$ cat src/rtl/ram_stream_pkg.sv
// Shared types and constants for the RAM stream reader and its output buffer.
// The buffer depth doubles as the read-credit limit.
package ram_stream_pkg;

  typedef enum logic [1:0] {
    IDLE,
    RUN,
    DRAIN,
    DONE
  } state_e;

  localparam int BUF_DEPTH = 2;
  localparam int OCC_W     = $clog2(BUF_DEPTH + 1);

endpackage

$ cat src/rtl/stream_skid_buf.sv
// Two-entry valid/ready buffer (output register + skid register); push to output in 1 cycle.
// Producer must respect occ_o credit: a push into a full buffer without a same-cycle pop is not allowed.
module stream_skid_buf
  import ram_stream_pkg::*;
#(
  parameter int W = 9
) (
  input  logic             clk,
  input  logic             resetn,
  input  logic             push_vld_i,
  input  logic [W-1:0]     push_dat_i,
  input  logic             pop_rdy_i,
  output logic             out_vld_o,
  output logic [W-1:0]     out_dat_o,
  output logic [OCC_W-1:0] occ_o
);

  logic         out_vld_q, out_vld_d;
  logic         skid_vld_q, skid_vld_d;
  logic [W-1:0] out_dat_q, out_dat_d;
  logic [W-1:0] skid_dat_q, skid_dat_d;
  logic         pop;

  always_comb begin
    out_vld_d  = out_vld_q;
    skid_vld_d = skid_vld_q;
    out_dat_d  = out_dat_q;
    skid_dat_d = skid_dat_q;
    pop        = out_vld_q & pop_rdy_i;

    if (pop) begin
      if (skid_vld_q) begin
        out_dat_d = skid_dat_q;
        if (push_vld_i) begin
          skid_dat_d = push_dat_i;
        end else begin
          skid_vld_d = 1'b0;
        end
      end else if (push_vld_i) begin
        out_dat_d = push_dat_i;
      end else begin
        out_vld_d = 1'b0;
      end
    end else if (push_vld_i) begin
      // Skid is only ever occupied while the output register is stalled.
      if (!out_vld_q) begin
        out_vld_d = 1'b1;
        out_dat_d = push_dat_i;
      end else begin
        skid_vld_d = 1'b1;
        skid_dat_d = push_dat_i;
      end
    end
  end

  always_ff @(posedge clk) begin
    if (!resetn) begin
      out_vld_q  <= 1'b0;
      skid_vld_q <= 1'b0;
      out_dat_q  <= '0;
      skid_dat_q <= '0;
    end else begin
      out_vld_q  <= out_vld_d;
      skid_vld_q <= skid_vld_d;
      out_dat_q  <= out_dat_d;
      skid_dat_q <= skid_dat_d;
    end
  end

  assign out_vld_o = out_vld_q;
  assign out_dat_o = out_dat_q;
  assign occ_o     = OCC_W'(out_vld_q) + OCC_W'(skid_vld_q);

endmodule

$ cat src/rtl/ram_stream_reader.sv
// Sweeps a wrapping RAM address range and streams the words out; first beat 3 cycles after start.
// Reads are credit-limited so in-flight plus buffered words never exceed the 2-entry buffer.
module ram_stream_reader
  import ram_stream_pkg::*;
#(
  parameter int DATA_WIDTH = 8,
  parameter int ADDR_WIDTH = 6
) (
  input  logic                  clk,
  input  logic                  resetn,
  input  logic                  start,
  input  logic [ADDR_WIDTH-1:0] base_addr,
  input  logic [ADDR_WIDTH:0]   length,
  output logic                  busy,
  output logic                  done,
  output logic [ADDR_WIDTH-1:0] ram_read_addr,
  input  logic [DATA_WIDTH-1:0] ram_q,
  output logic [DATA_WIDTH-1:0] m_data,
  output logic                  m_valid,
  output logic                  m_last,
  input  logic                  m_ready
);

  state_e                state_q, state_d;
  logic [ADDR_WIDTH-1:0] addr_q, addr_d;
  logic [ADDR_WIDTH:0]   len_q, len_d;
  logic [ADDR_WIDTH:0]   issued_q, issued_d;
  logic                  inflight_q, inflight_d;
  logic                  inflight_last_q, inflight_last_d;

  logic [OCC_W-1:0]      occ;
  logic [OCC_W-1:0]      occ_after;
  logic [2:0]            used;
  logic                  pop;
  logic                  issue;
  logic                  issue_is_last;
  logic [DATA_WIDTH:0]   buf_dat;

  always_comb begin
    state_d         = state_q;
    addr_d          = addr_q;
    len_d           = len_q;
    issued_d        = issued_q;

    pop             = m_valid & m_ready;
    // A word popped this cycle frees its slot for a read issued this cycle.
    used            = 3'(inflight_q) + 3'(occ) - 3'(pop);
    occ_after       = occ - OCC_W'(pop);
    issue           = (state_q == RUN) && (issued_q < len_q) && (used < 3'(BUF_DEPTH));
    issue_is_last   = issue && ((issued_q + (ADDR_WIDTH+1)'(1)) == len_q);
    inflight_d      = issue;
    inflight_last_d = issue_is_last;

    unique case (state_q)
      IDLE: begin
        if (start) begin
          addr_d   = base_addr;
          len_d    = length;
          issued_d = '0;
          state_d  = (length == '0) ? DONE : RUN;
        end
      end
      RUN: begin
        if (issue) begin
          addr_d   = addr_q + ADDR_WIDTH'(1);
          issued_d = issued_q + (ADDR_WIDTH+1)'(1);
          if (issue_is_last) begin
            state_d = DRAIN;
          end
        end
      end
      DRAIN: begin
        if (!inflight_q && (occ_after == '0)) begin
          state_d = DONE;
        end
      end
      DONE: begin
        state_d = IDLE;
      end
      default: begin
        state_d = IDLE;
      end
    endcase
  end

  always_ff @(posedge clk) begin
    if (!resetn) begin
      state_q         <= IDLE;
      addr_q          <= '0;
      len_q           <= '0;
      issued_q        <= '0;
      inflight_q      <= 1'b0;
      inflight_last_q <= 1'b0;
    end else begin
      state_q         <= state_d;
      addr_q          <= addr_d;
      len_q           <= len_d;
      issued_q        <= issued_d;
      inflight_q      <= inflight_d;
      inflight_last_q <= inflight_last_d;
    end
  end

  // ram_q is only meaningful the cycle after an issue; inflight_q gates the capture.
  stream_skid_buf #(
    .W (DATA_WIDTH + 1)
  ) u_skid (
    .clk        (clk),
    .resetn     (resetn),
    .push_vld_i (inflight_q),
    .push_dat_i ({inflight_last_q, ram_q}),
    .pop_rdy_i  (m_ready),
    .out_vld_o  (m_valid),
    .out_dat_o  (buf_dat),
    .occ_o      (occ)
  );

  assign m_data        = buf_dat[DATA_WIDTH-1:0];
  assign m_last        = buf_dat[DATA_WIDTH];
  assign busy          = (state_q != IDLE);
  assign done          = (state_q == DONE);
  assign ram_read_addr = addr_q;

endmodule

$ cat config.mk
export PLATFORM = sky130hd
export DESIGN_NAME = ram_stream_reader
export DESIGN_NICKNAME = d
export VERILOG_FILES = /design/src/rtl/ram_stream_pkg.sv /design/src/rtl/stream_skid_buf.sv /design/src/rtl/ram_stream_reader.sv
export SDC_FILE = /design/constraint.sdc
export NUM_CORES = 1
export LEC_CHECK = 0
export ABC_AREA = 1
export CAP_MARGIN = 20
export CELL_PAD_IN_SITES_DETAIL_PLACEMENT = 0
export CELL_PAD_IN_SITES_GLOBAL_PLACEMENT = 1
export CORE_ASPECT_RATIO = 0.8
export CORE_MARGIN = 4
export CORE_UTILIZATION = 37
export CTS_CLUSTER_DIAMETER = 50
export DETAILED_ROUTE_END_ITERATION = 7
export PLACE_DENSITY = 0.89
export REMOVE_ABC_BUFFERS = 1
export SETUP_SLACK_MARGIN = 0.05
export SLEW_MARGIN = 20
export SYNTH_ARGS = -nofsm -noshare
export SYNTH_HDL_FRONTEND = slang
export SYNTH_SLANG_ARGS = --single-unit
$ cat constraint.sdc
create_clock -name clk -period 2.25 [get_ports clk]
set_input_delay 0.45 -clock clk [delete_from_list [all_inputs] [get_ports clk]]
set_output_delay 0.45 -clock clk [all_outputs]
set_load 0.1 [all_outputs]
* Word-level counts from Yosys, hierarchy flattened
Index checks and enable logic that the tools add are counted.
** Word-level totals
- Register bits :: 44
- Bits of input ports :: 25
- Output and inout bits :: 18
** Cells by class
- $add $sub $neg :: 6
- Mux-type cells :: 30
- $lt $le $gt $ge :: 2
- Equal/unequal tests :: 13
- Reductions and logical operators :: 20
- Bitwise gates (word level) :: 1
** Operator list (count)
- 2-to-1 mux 9 bit :: 9
- != test 2 bit, second input constant :: 8
- 2-to-1 mux 7 bit :: 2
- case mux 7 bit (2 select lines) :: 1
- 2-to-1 mux 6 bit :: 2
- case mux 6 bit (2 select lines) :: 1
- 2-to-1 mux 2 bit :: 5
- nonzero test 2 bit :: 5
- 2-to-1 mux 1 bit :: 9
- AND reduction 3 bit :: 3
- case mux 2 bit (4 select lines) :: 1
- AND reduction 4 bit :: 2
- adder 7 x 1 -> 7 bit, second input constant :: 1
- == test 7 bit :: 1
- logical NOT 7 bit :: 1
- less-than comparator 7 bit :: 1
- adder 6 x 1 -> 6 bit, second input constant :: 1
- == test 2 bit, second input constant :: 2
- logical AND 1 bit :: 4
- logical NOT 2 bit :: 2
- AND reduction 2 bit :: 2
- adder 1 x 2 -> 3 bit :: 1
- less-than comparator 3 x 2 -> 1 bit, second input constant :: 1
- subtractor 3 x 1 -> 3 bit :: 1
- 6 further kinds :: 6

* Logic depth before layout (Yosys ltp)
Gate-level depths: netlist of run 1.
- Depth in word-level cells :: 9
- Gate-level depth with buffers :: 14
- Mapped depth without buffers :: 14

* Modules after synthesis
A second synthesis of run 1 with hierarchy kept.
** Unflattened totals
- Cells, all modules :: 387
- Area total of the unflattened synthesis :: 2605.0 µm²
** Modules (own cells, without submodules)
- ram_stream_reader :: times used 1, area each 1646.6 µm², cells each 246
- stream_skid_buf :: times used 1, area each 958.4 µm², cells each 141

* Worst setup path after synthesis of run 1
No wires, ideal clock.
- Path type :: register -> register
- From :: register u_skid.out_vld_q (netlist: u_skid.out_vld_o)
- To :: register addr_q[2] (netlist: ram_read_addr[2])
- Slack :: -0.385 ns
- Cell stages (with the launch flop) :: 13
- Setup time :: 0.070 ns
- Arrival time :: 2.565 ns
- Path through :: dfxtp_1 ha_1 inv_1 ha_1 xor2_1 xor2_1 nor2_2 inv_2 o21ai_4 nand2_4 buf_6 nand2_1 a21oi_1
** Between the ends
- Word-level cells in the longest chain between the ends :: 7
- Elaborated cells on any way between the ends :: 8
- Classes of those cells :: add/sub: 3; order compare: 1; eq/ne: 1; bitwise: 1; reduce/logical: 2
** Ends and longest elaborated chain
- start: declaration :: RTL line stream_skid_buf.sv:18 : logic out_vld_q, out_vld_d;
- start signal: assignment :: RTL line stream_skid_buf.sv:63 : out_vld_q <= out_vld_d;
- adder 1 x 1 -> 2 bit :: RTL line stream_skid_buf.sv:72 : assign occ_o = OCC_W'(out_vld_q) + OCC_W'(skid_vld_q);
- adder 1 x 2 -> 3 bit :: RTL line ram_stream_reader.sv:47 : used = 3'(inflight_q) + 3'(occ) - 3'(pop);
- subtractor 3 x 1 -> 3 bit * :: RTL line ram_stream_reader.sv:47
- less-than comparator 3 x 2 -> 1 bit * :: RTL line ram_stream_reader.sv:49 : issue = (state_q == RUN) && (issued_q < len_q) && (used < 3'(BUF_DEPTH));
- logical AND 1 bit * :: RTL line ram_stream_reader.sv:49
- != test 2 bit (no source line) *
- AND reduction 3 bit (no source line) *
- end signal: assignment :: RTL line ram_stream_reader.sv:96 : addr_q <= addr_d;
- end: declaration :: RTL line ram_stream_reader.sv:25 : logic [ADDR_WIDTH-1:0] addr_q, addr_d;
Every way passes the cells marked *; elsewhere a longest branch is shown, timed or not.
A chain may end at the register's enable or synchronous reset.

* Final worst setup path of run 1
- From :: input m_ready
- To :: register addr_q[3] (netlist: ram_read_addr[3])
** Between the ends
- Word-level cells in the longest chain between the ends :: 6
** Ends and longest elaborated chain
- start: declaration :: RTL line ram_stream_reader.sv:21 : input logic m_ready
- AND 1 bit :: RTL line ram_stream_reader.sv:45 : pop = m_valid & m_ready;
- subtractor 3 x 1 -> 3 bit :: RTL line ram_stream_reader.sv:47
- less-than comparator 3 x 2 -> 1 bit :: RTL line ram_stream_reader.sv:49
- logical AND 1 bit :: RTL line ram_stream_reader.sv:49
- != test 2 bit (no source line)
- AND reduction 3 bit (no source line)
Every way passes these cells.

==> results.cfg, run 1 <==
[timing]
rsz0062_at_grt = no
fmax_mhz = 475
finalHoldViolCount = 0
setup_viol = 0
worst_pin_slew_ns = 0.491
fin_skew_ns = 0.00608
fin_crit_ns = 2.10
finalCritPeriodShare = 0.935
slew_headroom = 0.672
report.final.slew_viol_count = 0

[yosys]
synth.area.top_cells = dfxtp_1 36%, nand2_1 14%, ha_1 7.8%
synthFlopType = dfxtp_1
ys_ff_latch = 44
synth_top_cell_area_share = 0.364
async_flop_share = 0
synth.cell_area_um2 = 2420
ys_warn_count = 0
synth_cell_type_count = 32
synth_cells = 350
synth_top_area_cell = dfxtp_1
synth_edf_count = 0
synth.avg_cell_area_um2 = 6.91
yosysSeqAreaShare = 0.364

[pwr]
p_int_mw = 1.78
power_switching_share = 0.506
p_comb_frac = 0.576
switchingPower_mw = 1.82
peakVddDrop_uv = 961
clkPwrFrac = 0.129
power_frac_seq = 0.295
leakagePower_nw = 1.37
power.density_nw_per_um2 = 1180

[worst_hold_path]
hold_path_class = register to register
worstHoldStart = len_q[0]
holdPathEnd = len_q[0]
hold_depth = 2

[worst_setup_path]
r2r_slack_ns = 0.18
crit_type = primary input to register
r2r-start = u_skid.skid_vld_q
crit_arrival_ns = 2.32
reg2reg_to = ram_read_addr[3]
worst-path-max-fanout = 4
start_kind = primary input
cp.required_ns = 2.46
rr_worst_depth = 11
end_kind = register

[placed_design]
placed_area_um2 = 2970
gp_congestion = 0.893
dp_hpwl_um = 4410
place_inst = 479
io_buffers = 42

[route]
dr.pass1.iters = 4
via_count = 2324
wl_per_cell_um = 11.9
wl_um = 5770
postRouteAntennaNets = 0
route.detailed.drc = 0
routed_via_density = 4.78
drtIter0Drc = 89

[finish]
fin_nets = 442
fillers = 647
post-route-util = 0.480
stdcell_area_um2 = 3060
n_antenna_cell = 0
synthToLayoutAreaGrowth_pct = 26.6
drive_gt1_frac = 0.132
stdcell_count = 486

[floorplan]
rows = 26
dieArea_um2 = 7900
io_pins = 43
die_h_um = 80.3
core-area_um2 = 6380
initial_core_util = 0.379
die_w_um = 98.4

[global_route]
overflow = 0
grt_pass1_wl_um = 9890
grt.total_usage = 0.151
antenna_found_initial = 0
grt_pass1_vias = 2184
use_met3 = 0.0321
grt_max_degree = 29
grt-busiest-layer = met2
use_met2 = 0.229
met1_usage = 0.218

[cts]
postCtsSetupRepairBufs = 0
clock_latency_ns = 0.29
htreeDepth = 2
cts_tree = yes
root_buffer = clkbuf_8
hold_buffers = 0
clk_path_buf_depth = 2
ctsResizeCount = 0
numCtsBuffers = 5
clock_sinks = 44
clk_pin_slew_ns = 0.08

[outcome]
outcome = complete, no violations

[flow_run]
max_cap_viol_count = 0
==> logic make-up (layout without fill, tap and decap cells) <==
kind of cell,after synthesis,after routing,share of synthesized area
and+or+nand+nor,168,168,0.296
AOI/OAI and AO/OA,74,74,0.168
DFF,44,44,0.364
buffers and inverters,44,96,0.0756
adders and majority gates,15,15,0.0776
xor gates and xnor gates,5,5,0.0181
==> flip-flops by register name, summed over array words and instances, names as in the netlist <==
| signal | cells |
|---|---|
| ram_read_addr | 6 |
| state_q | 2 |
| inflight_last_q | 1 |
| u_skid.skid_vld_q | 1 |
| u_skid.skid_dat_q | 9 |
| u_skid.out_vld_o | 1 |
| inflight_q | 1 |
| issued_q | 7 |
| u_skid.out_dat_o | 9 |
| len_q | 7 |
==> stage by stage <==
| stage | hold slack [ns] | setup WS, ns | power (mW) | setup TNS, ns |
|---|---|---|---|---|
| after floorplan | 0.427 | -0.375 | 2.53 | -5.21 |
| after global placement | 0.446 | -0.0816 | 3.13 | -1.08 |
| after detailed placement | 0.454 | -0.154 | 3.15 | -1.70 |
| after CTS | 0.465 | 0.129 | 3.62 | 0 |
| after global routing | 0.489 | 0.0642 | 3.83 | 0 |
| final | 0.458 | 0.147 | 3.60 | 0 |
==> layout by cell type (no fill, tap or decap), types with 2 or more instances in the layout <==
cell type        instances
or2_2                    3
a21oi_1                 29
xor2_1                   4
inv_1                   28
nor2_2                   4
nor4_1                   2
inv_2                    3
buf_12                   2
dfxtp_1                 44
nor2_1                  32
nand2_1                 87
buf_4                   31
a31oi_1                  9
nand4_1                  2
clkbuf_8                 5
nor3b_1                  2
ha_1                    15
nand3_1                 33
clkdlybuf4s50_1         24
o21ai_0                 28
==> Yosys cell counts (3+ instances only) <==
cell type and n:
a21oi_1 29, a31oi_1 9, clkbuf_1 7, dfxtp_1 44, ha_1 15, inv_1 28
inv_2 3, nand2_1 87, nand3_1 33, nor2_1 33, nor2_2 3, o21ai_0 28
or2_2 3, xor2_1 5
==> final cells by class <==
class                   count  area, um2  area share
repair buffers             57        513       0.168
well taps                  84        105      0.0343
multi-input cells         262       1360       0.446
clock buffers               6       72.6      0.0237
flip-flops and latches     44        881       0.288
clock inverters             1       5.00     0.00164
inverters                  32        120      0.0392
==> routing by layer <==
metal	vias up	wire length, um
li1	1258	-
met1	1015	3160
met2	49	2300
met3	2	289
met4	0	31
met5	-	0
==> critical path: stages <==
cell	delay, ns
clkdlybuf4s50_1	0.41
nand2_1	0.09
inv_1	0.06
ha_1	0.21
xor2_2	0.19
xor2_1	0.16
nor2_2	0.17
inv_2	0.07
o21ai_4	0.10
buf_4	0.18
nand3_1	0.07
a21oi_1	0.16
==> power by group through the flow <==
| stage | Combinational (mW) | Sequential (mW) | Clock [mW] |
|---|---|---|---|
| 2_1_floorplan | 0.837 | 1.69 | 0 |
| 3_3_place_gp | 2.06 | 1.07 | 0 |
| 3_5_place_dp | 2.07 | 1.08 | 0 |
| 4_1_cts | 2.08 | 1.06 | 0.483 |
| 5_1_grt | 2.24 | 1.08 | 0.510 |
| 6_report | 2.07 | 1.06 | 0.465 |
==> how the worst max path moves through the flow <==
| stage | cells after the start | slack, ns | to | startpoint |
|---|---|---|---|---|
| finish | 12 | 0.15 | ram_read_addr[3] | m_ready |
| global route | 12 | 0.06 | ram_read_addr[1] | m_ready |
| CTS | 12 | 0.13 | ram_read_addr[3] | m_ready |
| detailed placement | 12 | -0.15 | ram_read_addr[3] | m_ready |
| global placement | 12 | -0.08 | ram_read_addr[0] | m_ready |
| floorplan | 11 | -0.38 | ram_read_addr[2] | u_skid.out_vld_o |
Power figures use the tool's default switching activity.
==> inputs of run 2 (changes only) <==
--- a/config.mk
+++ b/config.mk
@@ -11,10 +11,10 @@
 export CELL_PAD_IN_SITES_GLOBAL_PLACEMENT = 1
 export CORE_ASPECT_RATIO = 0.8
 export CORE_MARGIN = 4
-export CORE_UTILIZATION = 37
+export CORE_UTILIZATION = 34
 export CTS_CLUSTER_DIAMETER = 50
 export DETAILED_ROUTE_END_ITERATION = 7
-export PLACE_DENSITY = 0.89
+export PLACE_DENSITY = 0.86
 export REMOVE_ABC_BUFFERS = 1
 export SETUP_SLACK_MARGIN = 0.05
 export SLEW_MARGIN = 20
==> constraint.sdc (replaced) <==
create_clock -name clk -period 1.9 [get_ports clk]
set_input_delay 0.38 -clock clk [delete_from_list [all_inputs] [get_ports clk]]
set_output_delay 0.38 -clock clk [all_outputs]
set_load 0.1 [all_outputs]
==> results.cfg, run 2 (synthesis gave the netlist of run 1 again) <==
[outcome]
outcome = complete, but fails checks
violations = negative setup slack

[worst_hold_path]
worstHoldStart = len_q[0]
hold_depth = 2
holdPathEnd = len_q[0]
hold_path_class = register to register

[finish]
drive_gt1_frac = 0.266
n_antenna_cell = 0
fin_nets = 468
synthToLayoutAreaGrowth_pct = 46.6
layout_common_cells = 82 x nand2_1, 47 x buf_4, 36 x dfxtp_1
stdcell_area_um2 = 3540
final_common_cell = nand2_1

[global_route]
grt_pass1_vias = 2434
grt_max_degree = 21
grt.total_usage = 0.158
grt_pass1_wl_um = 11200
antenna_found_initial = 0
overflow = 0

[cts]
clk_pin_slew_ns = 0.09
htreeDepth = 2
cts_tree = yes
clock_latency_ns = 0.29
numCtsBuffers = 5
root_buffer = clkbuf_8
clk_path_buf_depth = 2
clock_sinks = 44

[timing]
fin_worst_hold_slack_ns = 0.461
finalCritPeriodShare = 1.01
fmax_mhz = 519
rsz0062_at_grt = yes
setup_viol = 9
fin_crit_ns = 1.93
worst_slack_ns = -0.0271
report.final.slew_viol_count = 0
slew_headroom = 0.608
finalHoldViolCount = 0
fin_skew_ns = 0.00979
worst_pin_slew_ns = 0.588

[floorplan]
die_w_um = 102
initial_core_util = 0.351
die_h_um = 83.4
rows = 27
io_pins = 43
dieArea_um2 = 8530
core-area_um2 = 6890

[route]
postRouteAntennaNets = 0
route.detailed.drc = 0
dr.pass1.iters = 5
wl_um = 6560
via_count = 2538
wl_per_cell_um = 12.7
routed_via_density = 4.92
drtIter0Drc = 149

[worst_setup_path]
reg2reg_to = ram_read_addr[4]
crit_arrival_ns = 2.16
start_kind = register
rr_worst_depth = 11
r2r-start = u_skid.skid_vld_q
worst-path-max-fanout = 6
r2r_slack_ns = -0.03
crit_type = register to register
cp.required_ns = 2.13
crit_path_start = u_skid.skid_vld_q
end_kind = register

[pwr]
power.density_nw_per_um2 = 1420
peakVddDrop_uv = 1060
leakagePower_nw = 1.56
total_power_mw = 5.03

[placed_design]
dp_slack_ns = -0.435
gp_congestion = 0.903
placed_area_um2 = 3140
dp_hpwl_um = 4760
io_buffers = 42

[flow_run]
max_cap_viol_count = 0
-- run 2: changes by cell type in the layout (fill, tap and decap cells not counted), sizes merged --
cell | previous run | this run
o21ai | 30 | 31
nand2 | 89 | 90
dlygate4sd2 | 0 | 1
clkinvlp | 0 | 1
clkinv | 2 | 1
buf | 33 | 57
bufinv | 0 | 1
clkdlybuf4s50 | 24 | 23
-- run 2: worst max-delay path: stages (launching register included) --
cell,delay (ns)
dfxtp_2,0.35
ha_4,0.26
inv_2,0.04
ha_4,0.26
nor2_2,0.04
xor2_2,0.18
nor2_2,0.16
inv_2,0.07
o21ai_4,0.12
buf_6,0.17
nand3_1,0.08
a21oi_2,0.12
-- run 2: worst max path at each step --
| stage | cells after the start | slack (ns) | endpoint |
|---|---|---|---|
| floorplan | 11 | -0.73 | ram_read_addr[2] |
| global placement | 12 | -0.36 | state_q[0] |
| detailed placement | 12 | -0.44 | ram_read_addr[4] |
| CTS | 11 | 0.05 | ram_read_addr[4] |
| global route | 12 | -0.1 | state_q[0] |
| finish | 11 | -0.03 | ram_read_addr[4] |
-- run 2: timing repair --
item / CTS / global route
cloned: 2 / 0
hold buffers: 0 / 0
pin swaps: 19 / 11
setup buffers: 7 / 7
resized for setup: 25 / 24
endpoints found under the setup margin: 16 / 33
-- run 2: layout make-up --
type / instances / area (um2)
inverters: 32 / 124
repair buffers: 81 / 783
flip-flops and latches: 44 / 891
well taps: 87 / 109
fillers: 660 / 3350
multi-input cells: 264 / 1520
clock inverters: 2 / 38.8
clock buffers: 6 / 82.6
-- run 2: where the power goes --
part / leakage [nW] / internal, mW / switching (mW)
Combinational: 1.13 / 1.06 / 1.90
Clock: 0.0614 / 0.430 / 0.337
Sequential: 0.362 / 1.12 / 0.187
-- run 2: metrics by stage --
stage          setup TNS [ns]   util  cells
5_1_grt                 -1.49  0.514    516
6_report               -0.133  0.514    516
4_1_cts                     0  0.494    509
3_3_place_gp            -5.85  0.456    492
3_5_place_dp            -6.58  0.456    492
2_1_floorplan          -15.60      -    338
-- run 2: layer usage --
metal / routed length (um) / track usage
met1: 3330 / 0.234
met2: 2910 / 0.238
met3: 283 / 0.0294
met4: 35 / 0.0298
met5: 0 / 0
==> inputs of run 3 (changes only) <==
--- a/config.mk
+++ b/config.mk
@@ -12,7 +12,7 @@
 export CORE_ASPECT_RATIO = 0.8
 export CORE_MARGIN = 4
 export CORE_UTILIZATION = 34
-export CTS_CLUSTER_DIAMETER = 50
+export CTS_CLUSTER_DIAMETER = 80
 export DETAILED_ROUTE_END_ITERATION = 7
 export PLACE_DENSITY = 0.86
 export REMOVE_ABC_BUFFERS = 1
==> results of run 3 <==
Final layout, timing and power as in run 2 (identical DEF).
